[src/rtl/reg_share_pkg.sv]
//------------------------------------------------------------------------------
// reg_share_pkg : shared types, widths and index helper for reg_share_arbiter
// Revision      : 1.0
//------------------------------------------------------------------------------
`default_nettype none

package reg_share_pkg;

  typedef enum logic [0:0] {
    IDLE = 1'b0,
    OWN  = 1'b1
  } state_e;

  localparam int NREQ_DFLT = 4;
  localparam int IDX_W     = $clog2(NREQ_DFLT);

  // Index after idx, wrapping back to 0 at n.
  function automatic int next_idx(input int idx, input int n);
    return (idx + 1 >= n) ? 0 : idx + 1;
  endfunction

endpackage

`default_nettype wire

[src/rtl/rr_pick.sv]
//------------------------------------------------------------------------------
// rr_pick : combinational round-robin picker, first request at or after start
// Revision : 1.0
//------------------------------------------------------------------------------
`default_nettype none

module rr_pick #(
  parameter int NREQ = 4,
  parameter int IW   = 2
) (
  input  logic [NREQ-1:0] req,
  input  logic [IW-1:0]   start,
  output logic            found,
  output logic [IW-1:0]   idx
);

  always_comb begin
    int j;
    j     = 0;
    found = 1'b0;
    idx   = '0;
    for (int k = 0; k < NREQ; k++) begin
      j = int'(start) + k;
      if (j >= NREQ) j = j - NREQ;
      if (!found && req[j]) begin
        found = 1'b1;
        idx   = IW'(j);
      end
    end
  end

endmodule

`default_nettype wire

[src/rtl/reg_share_arbiter.sv]
//------------------------------------------------------------------------------
// reg_share_arbiter : round-robin owner of a shared q/qn register bank
// Revision          : 1.0
//------------------------------------------------------------------------------
`default_nettype none

module reg_share_arbiter
  import reg_share_pkg::*;
#(
  parameter int NREQ     = 4,
  parameter int WIDTH    = 8,
  parameter int MAX_HOLD = 4
) (
  input  logic                      clk,
  input  logic                      reset,
  input  logic [NREQ-1:0]           req,
  input  logic [NREQ*WIDTH-1:0]     d,
  output logic [NREQ-1:0]           gnt,
  output logic [$clog2(NREQ)-1:0]   owner,
  output logic                      busy,
  output logic [WIDTH-1:0]          q,
  output logic [WIDTH-1:0]          qn
);

  localparam int OW = $clog2(NREQ);
  localparam int HW = $clog2(MAX_HOLD + 1);

  state_e            state_q,    state_d;
  logic [NREQ-1:0]   gnt_q,      gnt_d;
  logic [OW-1:0]     owner_q,    owner_d;
  logic [WIDTH-1:0]  q_q,        q_d;
  logic [OW-1:0]     rr_ptr_q,   rr_ptr_d;
  logic [HW-1:0]     hold_cnt_q, hold_cnt_d;

  logic              grant_end;
  logic [OW-1:0]     pick_start;
  logic              pick_found;
  logic [OW-1:0]     pick_idx;

  assign grant_end  = !req[owner_q] || (hold_cnt_q == HW'(MAX_HOLD));
  // When a grant ends the current owner must rank last, so scan from owner+1.
  assign pick_start = (state_q == OWN) ? OW'(next_idx(int'(owner_q), NREQ)) : rr_ptr_q;

  rr_pick #(
    .NREQ (NREQ),
    .IW   (OW)
  ) u_pick (
    .req   (req),
    .start (pick_start),
    .found (pick_found),
    .idx   (pick_idx)
  );

  always_ff @(posedge clk or negedge reset) begin
    if (!reset) begin
      state_q    <= IDLE;
      gnt_q      <= '0;
      owner_q    <= '0;
      q_q        <= '0;
      rr_ptr_q   <= '0;
      hold_cnt_q <= '0;
    end else begin
      state_q    <= state_d;
      gnt_q      <= gnt_d;
      owner_q    <= owner_d;
      q_q        <= q_d;
      rr_ptr_q   <= rr_ptr_d;
      hold_cnt_q <= hold_cnt_d;
    end
  end

  always_comb begin
    state_d    = state_q;
    gnt_d      = gnt_q;
    owner_d    = owner_q;
    q_d        = q_q;
    rr_ptr_d   = rr_ptr_q;
    hold_cnt_d = hold_cnt_q;
    case (state_q)
      IDLE: begin
        if (pick_found) begin
          state_d    = OWN;
          gnt_d      = NREQ'(1) << pick_idx;
          owner_d    = pick_idx;
          q_d        = d[pick_idx*WIDTH +: WIDTH];
          hold_cnt_d = HW'(1);
        end
      end
      OWN: begin
        if (!grant_end) begin
          q_d        = d[owner_q*WIDTH +: WIDTH];
          hold_cnt_d = hold_cnt_q + HW'(1);
        end else begin
          rr_ptr_d = pick_start;
          if (pick_found) begin
            gnt_d      = NREQ'(1) << pick_idx;
            owner_d    = pick_idx;
            q_d        = d[pick_idx*WIDTH +: WIDTH];
            hold_cnt_d = HW'(1);
          end else begin
            state_d = IDLE;
            gnt_d   = '0;
          end
        end
      end
      default: begin
        state_d = IDLE;
        gnt_d   = '0;
      end
    endcase
  end

  always_comb begin
    gnt   = gnt_q;
    owner = owner_q;
    busy  = (state_q == OWN);
    q     = q_q;
    qn    = ~q_q;
  end

endmodule

`default_nettype wire

[config.mk]
export PLATFORM = sky130hd
export DESIGN_NAME = reg_share_arbiter
export DESIGN_NICKNAME = d
export VERILOG_FILES = /design/src/rtl/reg_share_pkg.sv /design/src/rtl/rr_pick.sv /design/src/rtl/reg_share_arbiter.sv
export SDC_FILE = /design/constraint.sdc
export NUM_CORES = 1
export LEC_CHECK = 0
export BUFFER_PORTS_ARGS = -buffer_cell sky130_fd_sc_hd__buf_2
export CORE_UTILIZATION = 50
export DETAILED_ROUTE_END_ITERATION = 6
export PLACE_DENSITY = 0.84
export SLEW_MARGIN = 20
export SYNTH_ARGS = -nofsm -noshare
export SYNTH_HDL_FRONTEND = slang
export SYNTH_SLANG_ARGS = --single-unit
export TNS_END_PERCENT = 50
[constraint.sdc]
create_clock -name clk -period 4.1 [get_ports clk]
set_input_delay 0.41 -clock clk [delete_from_list [all_inputs] [get_ports clk]]
set_output_delay 0.41 -clock clk [all_outputs]
set_load 0.02 [all_outputs]
==> flow_summary.json <==
{
  "antenna_found_initial": 0,
  "pwr-share-comb": 0.661,
  "finalPower_w": 0.001428,
  "numCtsBuffers": 3,
  "syn_area_per_cell_um2": 10.43,
  "min_period_ns": 3.097,
  "viasPerCell": 5.841,
  "io_pins": 61,
  "overflow": 0,
  "yosys_warnings": 0,
  "grt_max_degree": 21,
  "seqPwrFrac": 0.258,
  "ctsResizeCount": 0,
  "rows": 19,
  "root_buffer": "clkbuf_4",
  "n_antenna_cell": 0,
  "rrSetupSlack_ns": 1.00,
  "wirelength_um": 3490,
  "synthCells": 141,
  "worst-setup-path-type": "reg -> reg",
  "ir_drop_mv": 0.5674,
  "worst_slew_pin_slew_ns": 0.8643,
  "final_cell_count_no_fill": 232,
  "hold_class": "in -> async",
  "worstPathArrival_ns": 3.32,
  "p_sw_w": 0.0006686,
  "post_cts_buffers": 0,
  "grt_pass1_wl_um": 5699,
  "cts.sinks": 20,
  "maxSlewViolCount": 0,
  "place_inst": 228,
  "finalHoldViolations": 0,
  "io_buffers": 60,
  "path_cells": "ha_1 -> mux2_2 -> a211oi_1 -> a2111oi_2 -> nor2_1 -> mux2_1 -> a21oi_1",
  "htreeDepth": 1,
  "wl_per_cell_um": 15.04,
  "netlist_area_mm2": 0.001470,
  "cts.clk_slew.worst_paths_ns": 0.12,
  "synthFlopType": "dfrtp_1",
  "p_per_area_mw_per_mm2": 786.1,
  "max_freq_ghz": 0.3229,
  "period_share": 0.7554,
  "syn_nets": 182,
  "gp_congestion": 0.8275,
  "internal-power_w": 0.0007595,
  "dpl.hpwl_um": 2730,
  "synth_seq_area_share": 0.3404,
  "die_x_um": 56.23,
  "swShare": 0.4682,
  "max_slew_margin": 0.4216,
  "initial_core_util": 0.5286,
  "finalClockSkew_ns": 0.01345,
  "vias": 1355,
  "yosysUniqueCellTypes": 31,
  "firstDrtPassIters": 4,
  "max_cap_viol_count": 0,
  "drt_iter0_drc": 30,
  "status": "complete, no violations",
  "rsz0062_at_grt": "false",
  "core_area_mm2": 0.002781,
  "cpMaxStageDelayCell": "dfrtp_1",
  "critPathMaxStageDelay_ns": 0.75,
  "fin_util": 0.6532,
  "ys_ff_latch": 20,
  "dieArea_mm2": 0.003161,
  "p_leak_nw": 0.9233,
  "ctsHoldBuffers": 0,
  "ys_async_sr_fraction": 1.000,
  "synth-edff-count": 0,
  "ant_nets": 0,
  "crit_fanout": 14,
  "worstPathRequired_ns": 4.32,
  "num-nets-final": 243,
  "clockBufferDepth": 2,
  "insertion_delay_ns": 0.30,
  "reg2regPathDepth": 7,
  "grtUsageTotal": 0.2328,
  "critPathCaptureType": "flop",
  "setup_violations": 0,
  "cts_tree": "built",
  "die_h_um": 56.23,
  "synthToLayoutAreaGrowth_pct": 23.57,
  "clkPwrFrac": 0.080,
  "layout-drive-gt1-share": 0.4080,
  "grt_pass1_vias": 1310,
  "drc": 0,
  "start_kind": "flop",
  "setup_tns_ns": 0
}
-- state kept, by name, indices dropped and copies added (netlist names) --
signal,flops
owner,2
hold_cnt_q,3
gnt,4
busy,1
rr_ptr_q,2
q,8
-- power by group through the flow --
| stage | combinational, W | sequential [W] | clock [W] |
|---|---|---|---|
| final | 0.000944 | 0.000369 | 0.000115 |
| after global placement | 0.000913 | 0.000368 | 0 |
| after global routing | 0.00103 | 0.000382 | 0.000121 |
| after floorplan | 0.000681 | 0.000422 | 0 |
| after CTS | 0.000951 | 0.000368 | 0.000115 |
| after detailed placement | 0.000949 | 0.000372 | 0 |
-- cells in the final DEF (no fill, tap or decap), drive strengths merged --
cell type,netlist,routed
or3b,1,1
o22ai,5,5
nand2b,1,1
ha,3,3
a2111oi,1,1
and3,2,2
nor2,6,6
a211oi,1,1
nor2b,2,2
o21ai,11,11
clkinv,1,1
dfrtp,20,20
clkbuf,2,4
a21oi,6,6
mux2,10,10
buf,5,63
a41oi,1,1
mux4,9,9
mux2i,17,17
o31ai,1,1
or2,1,1
nor4,1,1
nand2,12,12
nand4bb,1,1
inv,12,12
nand3,6,6
a22oi,3,3
-- layout make-up --
type | count | area (µm²)
Clock buffer | 4 | 36.28
Fill cell | 232 | 964.7
Inverter | 13 | 48.80
Multi-Input combinational cell | 101 | 869.6
Sequential cell | 20 | 500.5
Tap cell | 31 | 38.79
Timing Repair Buffer | 63 | 322.8
-- routing by layer --
metal  up-vias  track usage  wire (µm)
met5         -            0          0
met4         0      0.08711         36
met3         4      0.03488        223
met2        53       0.4167       1788
met1       655       0.2813       1442
li1        643            -          -
-- synth_stat cells (3+ instances only) --
cell type  count  area (µm²)
dfrtp_1       20       500.5
mux2i_1       17       170.2
inv_1         12       45.04
nand2_1       12       45.04
mux4_2         9       202.7
o21ai_0        8       40.04
mux2_1         7       78.83
a21oi_1        6       30.03
nand3_1        6       30.03
nor2_1         6       22.52
o22ai_1        5       31.28
a22oi_1        3       22.52
buf_6          3       33.78
ha_1           3       37.54
mux2_2         3       33.78
o21ai_1        3       15.01
-- worst max-delay path, delay by kind of cell, from the launching register on --
kind / cells / cell delay (ns)
DFF: 1 / 0.75
muxes: 2 / 0.72
and+or+nand+nor: 1 / 0.67
AOI/OAI and AO/OA: 3 / 0.53
adders and majority gates: 1 / 0.35
-- worst paths after layout --
| path | endpoint | from |
|---|---|---|
| worst max-delay path | q[1] | owner[0] |
| worst min-delay path | rr_ptr_q[1] | reset |
| worst max register to register | q[1] | owner[0] |
| worst min register to register | hold_cnt_q[2] | hold_cnt_q[2] |
| max in group asynchronous | gnt[2] | reset |
| min in group clk | hold_cnt_q[2] | hold_cnt_q[2] |
-- through the flow --
| stage | worst slack (ns) | area [µm²] | hold WS [ns] |
|---|---|---|---|
| after detailed placement | 1.052 | 1780 | 0.3782 |
| after global placement | 1.154 | 1780 | 0.3766 |
| after CTS | 1.001 | 1817 | 0.04230 |
| final | 1.003 | 1817 | 0.02790 |
| after floorplan | 1.780 | 1470 | 0.1144 |
| after global routing | 0.7798 | 1817 | 0.05854 |
-- logic make-up after synthesis --
group,share of synthesized area
multiplexers,0.3302
AND/OR/NAND/NOR,0.1149
AO/OA/AOI/OAI,0.1209
buffers and inverters,0.06808
flip-flops,0.3404
adder cells (fa/ha/maj),0.02553
Note: power is estimated with default switching activity, not from simulation.
